<file path="config.mk">
export PLATFORM = sky130hd
export DESIGN_NAME = ifsram_wr_ctrl_flat
export DESIGN_NICKNAME = d
export VERILOG_FILES = /design/src/rtl/ifsram_wr_ctrl_pkg.sv /design/src/rtl/ifsram_wr_ctrl_if.sv /design/src/rtl/ifsram_col_seq.sv /design/src/rtl/ifsram_wr_ctrl.sv /design/src/flat_wrapper.sv
export SDC_FILE = /design/constraint.sdc
export NUM_CORES = 1
export LEC_CHECK = 0
export CAP_MARGIN = 20
export CORE_UTILIZATION = 33
export DETAILED_ROUTE_END_ITERATION = 8
export GPL_TIMING_DRIVEN = 1
export MAX_ROUTING_LAYER = met4
export PLACE_DENSITY = 0.67
export SYNTH_ARGS = -nofsm -noshare
export SYNTH_HDL_FRONTEND = slang
export SYNTH_SLANG_ARGS = --single-unit
</file>
<file path="constraint.sdc">
create_clock -name clk -period 2.52 [get_ports clk]
set_input_delay 0.252 -clock clk [delete_from_list [all_inputs] [get_ports clk]]
set_output_delay 0.252 -clock clk [all_outputs]
set_load 0.05 [all_outputs]
</file>
<file path="src/rtl/ifsram_wr_ctrl_pkg.sv">
// Shared definitions for the ifmap SRAM write controller: state encoding,
// buffer geometry and the skip-mask column search.
package ifsram_wr_ctrl_pkg;

   localparam int NUM_BUFS = 8;
   localparam int COL_BITS = 3;
   localparam int CH_BITS  = 5;
   localparam int ROW_BITS = 3;

   // Buffers 0, 1, 6 and 7 are owned by the padding writer while it runs.
   localparam logic [NUM_BUFS-1:0] PAD_BUF_MASK = 8'b1100_0011;

   typedef enum logic [2:0] {
      ST_IDLE     = 3'd0,
      ST_LOAD     = 3'd1,
      ST_PAD_REQ  = 3'd2,
      ST_PAD_WAIT = 3'd3,
      ST_DONE     = 3'd4
   } wr_state_e;

   typedef struct packed {
      logic                found;
      logic [COL_BITS-1:0] idx;
   } col_hit_t;

   // Lowest buffer index >= from whose skip bit is clear.
   function automatic col_hit_t find_col(input logic [NUM_BUFS-1:0] mask,
                                         input logic [COL_BITS:0]   from);
      col_hit_t hit;
      hit = '0;
      for (int b = NUM_BUFS - 1; b >= 0; b--) begin
         if (b >= int'(from) && !mask[b]) begin
            hit.found = 1'b1;
            hit.idx   = COL_BITS'(b);
         end
      end
      return hit;
   endfunction

endpackage

</file>
<file path="src/rtl/ifsram_wr_ctrl_if.sv">
// Stream input and shared SRAM write bundle of the ifmap write controller.
interface ifsram_wr_ctrl_if
   import ifsram_wr_ctrl_pkg::*;
#(
   parameter int TBITS   = 64,
   parameter int ADDBITS = 11
);

   logic                        din_valid;
   logic [TBITS-1:0]            din_data;
   logic                        din_ready;

   logic [NUM_BUFS-1:0]         ifb_cen;
   logic [NUM_BUFS-1:0]         ifb_wen;
   logic [NUM_BUFS*ADDBITS-1:0] ifb_addr;
   logic [TBITS-1:0]            ifb_data;

   modport master (
      input  din_valid, din_data,
      output din_ready,
      output ifb_cen, ifb_wen, ifb_addr, ifb_data
   );

   modport slave (
      output din_valid, din_data,
      input  din_ready,
      input  ifb_cen, ifb_wen, ifb_addr, ifb_data
   );

endinterface

</file>
<file path="src/rtl/ifsram_col_seq.sv">
// Load-order sequencer: walks channel word, unmasked column and row, giving
// the target buffer, SRAM address and last-word flag of the next stream word.
module ifsram_col_seq
   import ifsram_wr_ctrl_pkg::*;
#(
   parameter int ADDBITS = 11
) (
   input  logic                clk,
   input  logic                reset,
   input  logic                start,
   input  logic [NUM_BUFS-1:0] start_mask,
   input  logic                advance,
   input  logic [CH_BITS-1:0]  atlchin,
   input  logic [ROW_BITS-1:0] rows,
   input  logic [ADDBITS-1:0]  row_stride,
   input  logic [NUM_BUFS-1:0] skip_mask,
   output logic [COL_BITS-1:0] col,
   output logic [ADDBITS-1:0]  addr,
   output logic                last,
   output logic                all_skipped
);

   logic [CH_BITS-1:0]  ch_q;
   logic [COL_BITS-1:0] col_q;
   logic [ROW_BITS-1:0] row_q;
   logic [ADDBITS-1:0]  base_q;

   col_hit_t next_hit;
   col_hit_t first_hit;
   col_hit_t start_hit;
   logic     ch_last;
   logic     row_last;

   assign next_hit  = find_col(skip_mask, {1'b0, col_q} + 4'd1);
   assign first_hit = find_col(skip_mask, 4'd0);
   assign start_hit = find_col(start_mask, 4'd0);

   assign ch_last     = (ch_q == atlchin - 5'd1);
   assign row_last    = ch_last && !next_hit.found;
   assign last        = row_last && (row_q == rows);
   assign all_skipped = &skip_mask;

   assign col  = col_q;
   assign addr = base_q + ADDBITS'(ch_q);

   // NOTE: state registers use non-blocking assignments so every flop samples
   // pre-edge values regardless of process evaluation order.
   always_ff @(posedge clk or negedge reset) begin
      if (!reset) begin
         ch_q   <= '0;
         col_q  <= '0;
         row_q  <= '0;
         base_q <= '0;
      end else if (start) begin
         ch_q   <= '0;
         col_q  <= start_hit.idx;
         row_q  <= '0;
         base_q <= '0;
      end else if (advance) begin
         if (!ch_last) begin
            ch_q <= ch_q + 5'd1;
         end else begin
            ch_q <= '0;
            if (next_hit.found) begin
               col_q <= next_hit.idx;
            end else begin
               // Row wrap: back to the first loaded column, base steps by one stride.
               col_q  <= first_hit.idx;
               row_q  <= row_q + 3'd1;
               base_q <= base_q + row_stride;
            end
         end
      end
   end

endmodule

</file>
<file path="src/rtl/ifsram_wr_ctrl.sv">
// Ifmap SRAM write controller: loads the DMA word stream into buffers 0-7,
// then hands buffers 0/1/6/7 to the padding writer until it reports done.
module ifsram_wr_ctrl
   import ifsram_wr_ctrl_pkg::*;
#(
   parameter int TBITS              = 64,
   parameter int IFMAP_SRAM_ADDBITS = 11
) (
   input  logic                          clk,
   input  logic                          reset,

   input  logic                          wr_start,
   input  logic [CH_BITS-1:0]            cfg_atlchin,
   input  logic [ROW_BITS-1:0]           cfg_rows,
   input  logic [IFMAP_SRAM_ADDBITS-1:0] cfg_row_stride,
   input  logic [NUM_BUFS-1:0]           cfg_skip_mask,
   input  logic                          cfg_pad_en,

   output logic                          wr_busy,
   output logic                          wr_done,
   output logic                          if_pad_start,
   input  logic                          if_pad_done,

   input  logic                          pdb0_cen,
   input  logic                          pdb1_cen,
   input  logic                          pdb6_cen,
   input  logic                          pdb7_cen,
   input  logic                          pdb0_wen,
   input  logic                          pdb1_wen,
   input  logic                          pdb6_wen,
   input  logic                          pdb7_wen,
   input  logic [IFMAP_SRAM_ADDBITS-1:0] pdb0_addr,
   input  logic [IFMAP_SRAM_ADDBITS-1:0] pdb1_addr,
   input  logic [IFMAP_SRAM_ADDBITS-1:0] pdb6_addr,
   input  logic [IFMAP_SRAM_ADDBITS-1:0] pdb7_addr,
   input  logic [TBITS-1:0]              pd_data,

   ifsram_wr_ctrl_if.master              bus
);

   localparam int AB = IFMAP_SRAM_ADDBITS;

   wr_state_e state_q;
   wr_state_e state_d;

   logic [CH_BITS-1:0]  atlchin_q;
   logic [ROW_BITS-1:0] rows_q;
   logic [AB-1:0]       stride_q;
   logic [NUM_BUFS-1:0] mask_q;
   logic                pad_en_q;

   logic                start_ok;
   logic                accept;
   logic [COL_BITS-1:0] seq_col;
   logic [AB-1:0]       seq_addr;
   logic                seq_last;
   logic                all_skipped;

   logic                ld_vld_q;
   logic [COL_BITS-1:0] ld_col_q;
   logic [AB-1:0]       ld_addr_q;
   logic [TBITS-1:0]    ld_data_q;

   logic [NUM_BUFS-1:0]    cen_c;
   logic [NUM_BUFS-1:0]    wen_c;
   logic [NUM_BUFS*AB-1:0] addr_c;
   logic [TBITS-1:0]       data_c;

   assign start_ok      = wr_start && (state_q == ST_IDLE);
   assign bus.din_ready = (state_q == ST_LOAD) && !all_skipped;
   assign accept        = bus.din_valid && bus.din_ready;

   ifsram_col_seq #(
      .ADDBITS (AB)
   ) u_col_seq (
      .clk         (clk),
      .reset       (reset),
      .start       (start_ok),
      .start_mask  (cfg_skip_mask),
      .advance     (accept),
      .atlchin     (atlchin_q),
      .rows        (rows_q),
      .row_stride  (stride_q),
      .skip_mask   (mask_q),
      .col         (seq_col),
      .addr        (seq_addr),
      .last        (seq_last),
      .all_skipped (all_skipped)
   );

   always_ff @(posedge clk or negedge reset) begin
      if (!reset) begin
         state_q <= ST_IDLE;
      end else begin
         state_q <= state_d;
      end
   end

   // NOTE: every always_comb output gets a default first; a path that leaves
   // one unassigned would infer a latch.
   always_comb begin
      state_d = state_q;
      case (state_q)
         ST_IDLE:     if (wr_start) state_d = ST_LOAD;
         ST_LOAD:     if (all_skipped || (accept && seq_last))
                         state_d = pad_en_q ? ST_PAD_REQ : ST_DONE;
         ST_PAD_REQ:  state_d = ST_PAD_WAIT;
         ST_PAD_WAIT: if (if_pad_done) state_d = ST_DONE;
         ST_DONE:     state_d = ST_IDLE;
         default:     state_d = ST_IDLE;
      endcase
   end

   // Config is frozen for the whole job; starts while busy never reach here.
   always_ff @(posedge clk or negedge reset) begin
      if (!reset) begin
         atlchin_q <= '0;
         rows_q    <= '0;
         stride_q  <= '0;
         mask_q    <= '0;
         pad_en_q  <= 1'b0;
      end else if (start_ok) begin
         atlchin_q <= cfg_atlchin;
         rows_q    <= cfg_rows;
         stride_q  <= cfg_row_stride;
         mask_q    <= cfg_skip_mask;
         pad_en_q  <= cfg_pad_en;
      end
   end

   // One-cycle write stage: a word accepted at an edge is driven for the next cycle.
   always_ff @(posedge clk or negedge reset) begin
      if (!reset) begin
         ld_vld_q  <= 1'b0;
         ld_col_q  <= '0;
         ld_addr_q <= '0;
         ld_data_q <= '0;
      end else begin
         ld_vld_q <= accept;
         if (accept) begin
            ld_col_q  <= seq_col;
            ld_addr_q <= seq_addr;
            ld_data_q <= bus.din_data;
         end
      end
   end

   always_comb begin
      cen_c  = '1;
      wen_c  = '1;
      addr_c = '0;
      data_c = ld_data_q;
      if (state_q == ST_PAD_WAIT) begin
         // Padding writer owns buffers 0/1/6/7; buffers 2-5 stay idle.
         data_c = pd_data;
         cen_c[0] = pdb0_cen;
         cen_c[1] = pdb1_cen;
         cen_c[6] = pdb6_cen;
         cen_c[7] = pdb7_cen;
         wen_c[0] = pdb0_wen;
         wen_c[1] = pdb1_wen;
         wen_c[6] = pdb6_wen;
         wen_c[7] = pdb7_wen;
         addr_c[0*AB +: AB] = pdb0_addr;
         addr_c[1*AB +: AB] = pdb1_addr;
         addr_c[6*AB +: AB] = pdb6_addr;
         addr_c[7*AB +: AB] = pdb7_addr;
      end else if (ld_vld_q) begin
         cen_c[ld_col_q] = 1'b0;
         wen_c[ld_col_q] = 1'b0;
         addr_c[int'(ld_col_q)*AB +: AB] = ld_addr_q;
      end
   end

   assign bus.ifb_cen  = cen_c;
   assign bus.ifb_wen  = wen_c;
   assign bus.ifb_addr = addr_c;
   assign bus.ifb_data = data_c;

   assign wr_busy      = (state_q != ST_IDLE);
   assign wr_done      = (state_q == ST_DONE);
   assign if_pad_start = (state_q == ST_PAD_REQ);

endmodule

</file>
<file path="src/flat_wrapper.sv">
// flat-port wrapper written by rule: the top's interface ports become plain ports
module ifsram_wr_ctrl_flat import ifsram_wr_ctrl_pkg::*;
#(
   parameter int TBITS              = 64,
   parameter int IFMAP_SRAM_ADDBITS = 11
)
  (clk, reset, wr_start, cfg_atlchin, cfg_rows, cfg_row_stride, cfg_skip_mask, cfg_pad_en, wr_busy, wr_done, if_pad_start, if_pad_done, pdb0_cen, pdb1_cen, pdb6_cen, pdb7_cen, pdb0_wen, pdb1_wen, pdb6_wen, pdb7_wen, pdb0_addr, pdb1_addr, pdb6_addr, pdb7_addr, pd_data, bus_din_valid, bus_din_data, bus_din_ready, bus_ifb_cen, bus_ifb_wen, bus_ifb_addr, bus_ifb_data);
  ifsram_wr_ctrl_if #(.TBITS(TBITS), .ADDBITS((11))) bus_i ();
  input  logic clk;
  input  logic reset;
  input  logic wr_start;
  input  logic [CH_BITS-1:0] cfg_atlchin;
  input  logic [ROW_BITS-1:0] cfg_rows;
  input  logic [IFMAP_SRAM_ADDBITS-1:0] cfg_row_stride;
  input  logic [NUM_BUFS-1:0] cfg_skip_mask;
  input  logic cfg_pad_en;
  output logic wr_busy;
  output logic wr_done;
  output logic if_pad_start;
  input  logic if_pad_done;
  input  logic pdb0_cen;
  input  logic pdb1_cen;
  input  logic pdb6_cen;
  input  logic pdb7_cen;
  input  logic pdb0_wen;
  input  logic pdb1_wen;
  input  logic pdb6_wen;
  input  logic pdb7_wen;
  input  logic [IFMAP_SRAM_ADDBITS-1:0] pdb0_addr;
  input  logic [IFMAP_SRAM_ADDBITS-1:0] pdb1_addr;
  input  logic [IFMAP_SRAM_ADDBITS-1:0] pdb6_addr;
  input  logic [IFMAP_SRAM_ADDBITS-1:0] pdb7_addr;
  input  logic [TBITS-1:0] pd_data;
  input wire logic [$bits(bus_i.din_valid)-1:0] bus_din_valid;
  input wire logic [$bits(bus_i.din_data)-1:0] bus_din_data;
  output wire logic [$bits(bus_i.din_ready)-1:0] bus_din_ready;
  output wire logic [$bits(bus_i.ifb_cen)-1:0] bus_ifb_cen;
  output wire logic [$bits(bus_i.ifb_wen)-1:0] bus_ifb_wen;
  output wire logic [$bits(bus_i.ifb_addr)-1:0] bus_ifb_addr;
  output wire logic [$bits(bus_i.ifb_data)-1:0] bus_ifb_data;
  assign bus_i.din_valid = bus_din_valid;
  assign bus_i.din_data = bus_din_data;
  assign bus_din_ready = bus_i.din_ready;
  assign bus_ifb_cen = bus_i.ifb_cen;
  assign bus_ifb_wen = bus_i.ifb_wen;
  assign bus_ifb_addr = bus_i.ifb_addr;
  assign bus_ifb_data = bus_i.ifb_data;
  ifsram_wr_ctrl #(.TBITS(TBITS), .IFMAP_SRAM_ADDBITS(IFMAP_SRAM_ADDBITS)) u_core (.clk(clk), .reset(reset), .wr_start(wr_start), .cfg_atlchin(cfg_atlchin), .cfg_rows(cfg_rows), .cfg_row_stride(cfg_row_stride), .cfg_skip_mask(cfg_skip_mask), .cfg_pad_en(cfg_pad_en), .wr_busy(wr_busy), .wr_done(wr_done), .if_pad_start(if_pad_start), .if_pad_done(if_pad_done), .pdb0_cen(pdb0_cen), .pdb1_cen(pdb1_cen), .pdb6_cen(pdb6_cen), .pdb7_cen(pdb7_cen), .pdb0_wen(pdb0_wen), .pdb1_wen(pdb1_wen), .pdb6_wen(pdb6_wen), .pdb7_wen(pdb7_wen), .pdb0_addr(pdb0_addr), .pdb1_addr(pdb1_addr), .pdb6_addr(pdb6_addr), .pdb7_addr(pdb7_addr), .pd_data(pd_data), .bus(bus_i));
endmodule
</file>
==> results.ini, run 1 <==
[logic_synthesis]
synth.avg_cell_area_sq_um=7.51
synth_edf_count=0
async_flop_share=1.00
ys_seq_area_frac=0.401
post-synth-top-count-cell=nand2_1
netlist_area_sq_um=8230
yosysWarnings=0
synth_cell_types=63
synth_area_leaders=dfrtp_1, nand2_1, a22o_1, and2_1, ha_1
synth_ff_type=dfrtp_1
synth.top_cell.area_share=0.401
syn-num-nets=1333
synth_top_cells_by_count=nand2_1, dfrtp_1, clkbuf_1, and2_1, a22o_1
ys_ff_latch=132
syn_inst=1096
yosysTopAreaCell=dfrtp_1

[run]
cap_violations=0

[routing]
dr.pass1.iters=5
wl_per_cell_um=17.8
wirelength_um=32100
drtAntennaViolNets=0
drc_errors=0
vias=8937
viasPerCell=4.94
dr.first_iter.drc_count=528

[sta]
worst_pin_slew_ns=0.633
max_freq_mhz=396
holdWs_ns=0.344
relSlewSlack=0.577
hold_viol_final=0
worst_slack_ns=-0.00563
finalClockSkew_ns=0.0187
fin_setup_tns_ns=-0.0104
finalCriticalPeriod_ns=2.53
slew_viol_final=0
final-setup-viol-count=4
rsz0062_at_grt=true
min_period_over_period=1.00

[clock_tree]
cts_tree=yes
clock_sinks=132
htree_num_levels=4
cts_root_buf=clkbuf_16
path_clk_slew_ns=0.06
insertion_delay_ns=0.43
cts.path.max_buffers=2
cts_buffers=17

[placed_design]
place_congestion=0.943
io_buffers=384
pre_cts_slack_ns=0.0673
hpwlAfterDp_um=24100
dp.cells=1763

[status]
violations=setup timing
status=finished with violations

[layout]
area_growth_syn_to_layout_pct=77.2
seq_area_sq_um=3310
fin_nets=1710
postLayoutCoreUtil=0.598
multi_input_area_sq_um=4770
fillers=2108
drive_above_1_share=0.200
instances_no_fill=1808

[worst_setup_path]
critPathKind=flip-flop to output pin
rrSetupSlack_ns=0.13
r2r-start=u_core.mask_q[3]
r2r_end=u_core.state_q[0]
cp_data_arrival_time_ns=2.27
crit_required_ns=2.27
crit_fanout=6
r2r_cells=6
end_kind=output pin
startpoint_type=flip-flop

[grt]
grt_start_max_net_pins=65
antenna_found_initial=1
grt_overflow=0
grt_util_all_layers=0.254
first_global_vias=8645
grt_pass1_wl_um=49200

[floorplan]
initial_utilization=0.338
dieArea_sq_um=25600
die_h_um=160
core_sq_um=24400
ioPinCount=385
num_rows=57
die_w_um=160

[power]
p_clk_frac=0.152
netSwitchingPower_uw=7970
p_sw_frac=0.484
pwr-share-seq=0.220
peakVddDrop_v=0.000603
p_leak_uw=0.00682
combPwrFrac=0.628
power.density_nw_per_um2=1130
internal_power_uw=8490

[hold_path]
hold_path_class=primary input to asynchronous set/reset pin

state kept, by name (all words and copies together), names as in the netlist:
name                     flops
u_core.u_col_seq.ch_q        5
u_core.atlchin_q             5
u_core.rows_q                3
u_core.u_col_seq.base_q     11
u_core.mask_q                8
u_core.ld_addr_q            11
u_core.u_col_seq.row_q       3
u_core.state_q               3
u_core.pad_en_q              1
u_core.u_col_seq.col         3
u_core.stride_q             11
u_core.ld_vld_q              1
u_core.ld_col_q              3
u_core.ld_data_q            64
stage by stage:
stage               cell area [sq um]  power (uW)
global placement                13600       13400
floorplan                        8230        9550
finish                          14600       16500
CTS                             14300       16300
global route                    14600       17400
detailed placement              13600       13600
routing by layer:
layer	track usage	up-vias	routed length, um
li1	-	4346	-
met1	0.310	4282	13700
met2	0.433	267	16300
met3	0.0457	42	1570
met4	0.0606	0	602
met5	-	-	0
kinds of logic (layout without fill, tap and decap cells):
kind of cell	after synthesis	after routing	share of synthesized area
simple gates	649	651	0.333
compound gates	151	151	0.134
flops	132	132	0.401
buf+inv	101	486	0.0492
xor+xnor	25	25	0.0266
fa+ha+maj	24	24	0.0383
mux	14	14	0.0175
other cells	0	1	0
cell type report:
class                      instances  area share
antenna                            1    0.000171
tap                              324      0.0278
timing repair buffer             432       0.372
inverter                          25     0.00643
sequential                       132       0.227
clock buffer                      17      0.0292
clock inverter                    12      0.0108
multi-input combinational        865       0.327
placed cells by master (no fill, tap or decap), types with 6 or more instances in the layout:
cell	instances
a21oi_1	20
a22o_1	38
a22o_4	6
and2_1	39
and2_4	8
buf_12	129
buf_4	79
buf_6	9
clkbuf_16	17
clkdlybuf4s50_1	212
dfrtp_1	130
ha_1	21
inv_1	23
mux2i_1	11
nand2_1	508
nand2b_1	6
nand3_1	15
nor2_1	11
nor2b_1	8
nor3_1	11
o2111ai_1	6
o21ai_0	30
xnor2_1	13
xor2_1	11
timing repair:
item | 4_1_cts | 5_1_grt
pin swaps | 3 | 10
setup endpoints to repair | 58 | 143
setup buffers | 2 | 13
gates resized for setup | 18 | 42
hold endpoints to repair | 57 | 0
hold buffers | 1 | 0
cloned | 1 | 2
critical path, stage by stage, from the launching register on:
cell and delay, ns:
dfrtp_2 0.43, nand3b_1 0.25, nand2_4 0.11, nor4_4 0.36
and3b_2 0.34, a22o_1 0.21, buf_12 0.15
power by group through the flow:
stage	clock network [uW]	logic (uW)	registers [uW]
final	2510	10300	3610
after global routing	2650	11000	3730
after CTS	2560	10100	3600
after detailed placement	0	9970	3620
after global placement	0	9880	3570
after floorplan	0	6170	3380
worst max path at each step:
stage	slack, ns	end	startpoint
after global routing	-0.09	bus_ifb_addr[3]	u_core.state_q[0]
after detailed placement	0.07	bus_ifb_addr[87]	u_core.ld_col_q[0]
final	-0.006	bus_ifb_addr[3]	u_core.state_q[0]
after global placement	0.14	bus_ifb_addr[67]	u_core.state_q[1]
after CTS	-0.01	bus_ifb_data[7]	u_core.state_q[1]
after floorplan	0.04	u_core.u_col_seq.row_q[0]	u_core.mask_q[2]
Power figures use the tool's default switching activity.
==> run 2: changes to the inputs <==
- CAP_MARGIN: 20 -> unset
- PLACE_DENSITY: 0.67 -> 0.66
- SYNTH_HIERARCHICAL: unset -> 1
- clock period: 2.52 -> 2.75 ns (I/O delays scaled with it)
==> results.ini, run 2 <==
[grt]
antenna_found_initial=4
grt_start_max_net_pins=109
grt_util_all_layers=0.240
first_global_vias=7891
grt_pass1_wl_um=46700
grt_overflow=0

[floorplan]
die_h_um=163
dieArea_sq_um=26500
die_w_um=163
core_sq_um=25300
num_rows=58
ioPinCount=385
initial_utilization=0.338

[clock_tree]
cts_tree=yes
cts_root_buf=clkbuf_16
cts.path.max_buffers=2
htree_num_levels=4
insertion_delay_ns=0.42
path_clk_slew_ns=0.06
cts_buffers=17
clock_sinks=132

[placed_design]
io_buffers=384
hpwlAfterDp_um=24900
place_congestion=0.915

[logic_synthesis]
synth.avg_cell_area_sq_um=9.21
ys_seq_area_frac=0.387
syn-num-nets=1167
syn_inst=927
synth_top_cells_by_count=nand2_1, dfrtp_1, mux2_2, nor2_1, a22o_1
synth.top_cell.area_share=0.387
synth_area_leaders=dfrtp_1, mux2_2, nand2_1, a22o_1, ha_1
synth_ff_type=dfrtp_1
async_flop_share=1.00
yosysTopAreaCell=dfrtp_1
yosysWarnings=6
synth_cell_types=74
synth_edf_count=0
ys_ff_latch=132
post-synth-top-count-cell=nand2_1
netlist_area_sq_um=8540

[power]
peakVddDrop_v=0.000928
p_leak_uw=0.00629
power.density_nw_per_um2=1170

[sta]
holdWs_ns=0.448
final-setup-viol-count=0
finalClockSkew_ns=0.0158
relSlewSlack=0.545
fin_setup_tns_ns=0
slew_viol_final=0
worst_pin_slew_ns=0.682
max_freq_mhz=380
hold_viol_final=0
rsz0062_at_grt=false
min_period_over_period=0.957
finalCriticalPeriod_ns=2.63

[hold_path]
hold_path_class=primary input to asynchronous set/reset pin

[routing]
vias=8222
wl_per_cell_um=19.3
wirelength_um=31800
drtAntennaViolNets=0
dr.first_iter.drc_count=528
viasPerCell=5.00
dr.pass1.iters=5
drc_errors=0

[worst_setup_path]
critPathMaxStageDelay_ns=0.82
crit_required_ns=2.48
critPathBufInv=1
cp_data_arrival_time_ns=2.36
startpoint_type=flip-flop
crit_path_top_delay_cell=clkdlybuf4s50_1
critical_path.top_delay_family=buffers and inverters
crit_fanout=12
crit_chain=and3b_4 -> nor2_1 -> nand4_1 -> clkdlybuf4s50_1
critPathKind=flip-flop to output pin
end_kind=output pin

[layout]
area_growth_syn_to_layout_pct=65.4
drive_above_1_share=0.277
top_register=u_core/ld_data_q
seq_area_sq_um=3300
multi_input_area_sq_um=4840
fin_nets=1537
largest_register_ffs=64
fillers=2215
final_cell_mix=clkdlybuf4s50_1, nand2_1, dfrtp_1

[run]
cap_violations=0

[status]
status=finished, final reports clean

[run 2: cell types whose count changed after synthesis, moves of 8 or more]
cell      delta
nand2_1    -292
mux2_2      +96
nor2_1      +47
and2_1      -44
clkbuf_1    -32
buf_2       +19
nand3_1     +15
mux2_4      +10
buf_1        -9
mux2i_1      -8
nor3_1       -8
[run 2: layout make-up]
class                   instances  area share
repair buffers                413       0.348
clock buffers                  18      0.0304
clock inverters                14     0.00744
well taps                     330      0.0292
flip-flops and latches        132       0.234
inverters                      26     0.00691
diodes                          4    0.000709
multi-input cells             707       0.343
[run 2: cells by family after synthesis]
| kind of cell | Yosys count | synth area share |
|---|---|---|
| XOR/XNOR | 27 | 0.0286 |
| AND/OR/NAND/NOR | 384 | 0.205 |
| multiplexers | 113 | 0.153 |
| adder cells (fa/ha/maj) | 27 | 0.0413 |
| flip-flops | 132 | 0.387 |
| buffers and inverters | 88 | 0.0517 |
| AO/OA/AOI/OAI | 156 | 0.133 |
[run 2: power by group]
group	switching, uW	leakage (uW)	internal, uW	total [uW]
Clock	894	0.000255	1160	2050
Sequential	703	0.00161	2780	3490
Combinational	6340	0.00443	4650	11000
[run 2: final timing paths]
check                                           start                          end  slack (ns)  cells after the start
max reg2reg                u_core/u_col_seq/base_q[0]  u_core/u_col_seq/base_q[10]        0.13                      8
max in group asynchronous                       reset         u_core/ld_data_q[63]        1.46                      3
min                                             reset         u_core/ld_data_q[55]        0.45                      2
max                                 u_core/state_q[1]               bus_ifb_wen[3]        0.12                      4
min reg2reg                      u_core/ld_data_q[39]         u_core/ld_data_q[39]        0.51                      1
min in group clk                    cfg_row_stride[5]           u_core/stride_q[5]        0.47                      2
[run 2: metrics by stage]
step | instance area (sq um) | power, uW | setup slack, ns | cells | util
after floorplan | 8540 | 10200 | 0.000585 | 927 | -
after global placement | 13500 | 14300 | 0.0894 | 1606 | 0.536
after detailed placement | 13500 | 14400 | 0.0693 | 1606 | 0.536
after CTS | 14100 | 16600 | 0.00875 | 1640 | 0.558
after global routing | 14100 | 17400 | 0.00185 | 1644 | 0.559
final | 14100 | 16500 | 0.120 | 1644 | 0.559
[run 2: routing by layer]
layer  GRT usage  part of all wire
met5           -                 0
met2       0.392              0.50
met3      0.0418             0.052
met1       0.302              0.43
met4      0.0735             0.017
[run 2: repair_timing]
item	4_1_cts	5_1_grt
resized for setup	3	7
endpoints found under the hold margin	68	0
hold buffers	1	0
setup buffers	1	0
pin swaps	1	0
endpoints found under the setup margin	21	27
==> run 3: changes to the inputs <==
- CORE_UTILIZATION: 33 -> 25
- CTS_BUF_LIST: unset -> sky130_fd_sc_hd__clkbuf_2 sky130_fd_sc_hd__clkbuf_4 sky130_fd_sc_hd__clkbuf_8
- PLACE_DENSITY: 0.66 -> unset
==> results.ini, run 3 (same netlist as run 2, synthesis figures left out) <==
[clock_tree]
cts_buffers=17
cts_root_buf=clkbuf_8
clock_sinks=132
cts.path.max_buffers=2
post_cts_buffers=0
cts_tree=yes
htree_num_levels=4
path_clk_slew_ns=0.10
insertion_delay_ns=0.43

[routing]
drc_errors=0
top_layer_used=met4
wl_per_cell_um=17.1
dr.first_iter.drc_count=460
met3_length_um=1270
dr.pass1.iters=5
vias=8198
wl_met1_um=13200
drtAntennaViolNets=0
wirelength_um=30100
wl_met2_um=15100
viasPerCell=4.66

[worst_setup_path]
critPathKind=flip-flop to flip-flop
startpoint_type=flip-flop
crit_required_ns=3.08
crit_fanout=3
end_kind=flip-flop
cp_data_arrival_time_ns=2.98

[floorplan]
initial_utilization=0.255
dieArea_sq_um=34900
core_sq_um=33500
num_rows=67
die_h_um=187
die_w_um=187
ioPinCount=385

[layout]
final_cell_mix=nand2_1, clkdlybuf4s50_1, dfrtp_1
final_common_cell=nand2_1
multi_input_area_sq_um=4830
seq_area_sq_um=3300
top_register=u_core/ld_data_q
drive_above_1_share=0.275
postLayoutCoreUtil=0.423
area_growth_syn_to_layout_pct=66.0
fin_nets=1536
largest_register_ffs=64
fillers=3235

[placed_design]
pre_cts_slack_ns=0.0908
place_congestion=0.865
io_buffers=384
hpwlAfterDp_um=23500

[sta]
slew_viol_final=0
min_period_over_period=0.965
worst_slack_ns=0.0967
finalClockSkew_ns=0.0205
rsz0062_at_grt=true
max_freq_mhz=377
worst_pin_slew_ns=0.580
finalCriticalPeriod_ns=2.65
final-setup-viol-count=0
hold_viol_final=0
relSlewSlack=0.613

[hold_path]
hold_path_class=primary input to asynchronous set/reset pin

[power]
totalPowerFinal_uw=16100
power.density_nw_per_um2=1140
peakVddDrop_v=0.000724
p_leak_uw=0.00625

[grt]
grt_start_max_net_pins=89
first_global_vias=8025
grt_util_all_layers=0.175
antenna_found_initial=2
grt_pass1_wl_um=46600
grt_overflow=0

[status]
status=finished, final reports clean

[run]
cap_violations=0

## run 3: cell types whose count changed in the layout (fill, tap and decap cells not counted), sizes merged
cell	before	now
inv	30	33
bufinv	0	2
clkinv	6	3
dlymetal6s2s	1	4
buf	193	192
clkinvlp	4	1
clkbuf	18	19
dlygate4sd2	0	1
clkdlybuf4s50	218	214
diode	4	2
## run 3: final timing paths
| check | from | to | slack [ns] | cells after the start |
|---|---|---|---|---|
| max in group asynchronous | reset | u_core/ld_addr_q[0] | 1.57 | 3 |
| min in group clk | bus_din_data[22] | u_core/ld_data_q[22] | 0.44 | 2 |
| max | u_core/stride_q[0] | u_core/u_col_seq/base_q[10] | 0.1 | 8 |
| max reg2reg | u_core/stride_q[0] | u_core/u_col_seq/base_q[10] | 0.1 | 8 |
| min | reset | u_core/ld_data_q[53] | 0.38 | 2 |
| min reg2reg | u_core/ld_data_q[41] | u_core/ld_data_q[41] | 0.51 | 1 |
## run 3: what timing repair did
action / 4_1_cts / 5_1_grt
hold endpoints to repair: 57 / 0
pin swaps: 0 / 1
setup endpoints to repair: 12 / 26
gates resized for setup: 3 / 7
hold buffers: 1 / 0
## run 3: routing by layer
metal	vias to the layer above	track usage
met5	-	-
met4	0	0.0445
met3	25	0.0263
met2	260	0.297
met1	3949	0.217
li1	3964	-
## run 3: layout make-up
type / count / share of cell area
timing repair buffer: 412 / 0.350
multi-input combinational: 707 / 0.341
clock buffer: 19 / 0.0185
inverter: 26 / 0.00689
sequential: 132 / 0.233
tap: 448 / 0.0396
antenna: 2 / 0.000353
clock inverter: 13 / 0.0113
## run 3: worst max-delay path, cell delays in order, from the launching register on
cell	delay (ns)
dfrtp_1	0.40
ha_1	0.25
fa_2	0.38
a211oi_2	0.32
o211ai_1	0.17
a2111oi_1	0.37
a41oi_1	0.08
a211oi_1	0.24
mux2_1	0.35
## run 3: per-stage QoR
step                instances  TNS [ns]  hold WS (ns)  cell area, sq um
global placement         1724         0         0.293             13700
finish                   1759         0         0.382             14200
detailed placement       1724         0         0.291             13700
global route             1759   -0.0275         0.403             14200
floorplan                 927         0       -0.0206              8540
CTS                      1757         0         0.376             14200
## run 3: power breakdown
part / internal, uW / total, uW / switching [uW]
sequential: 2770 / 3470 / 700
clock: 888 / 1800 / 907
combinational: 4650 / 10900 / 6220
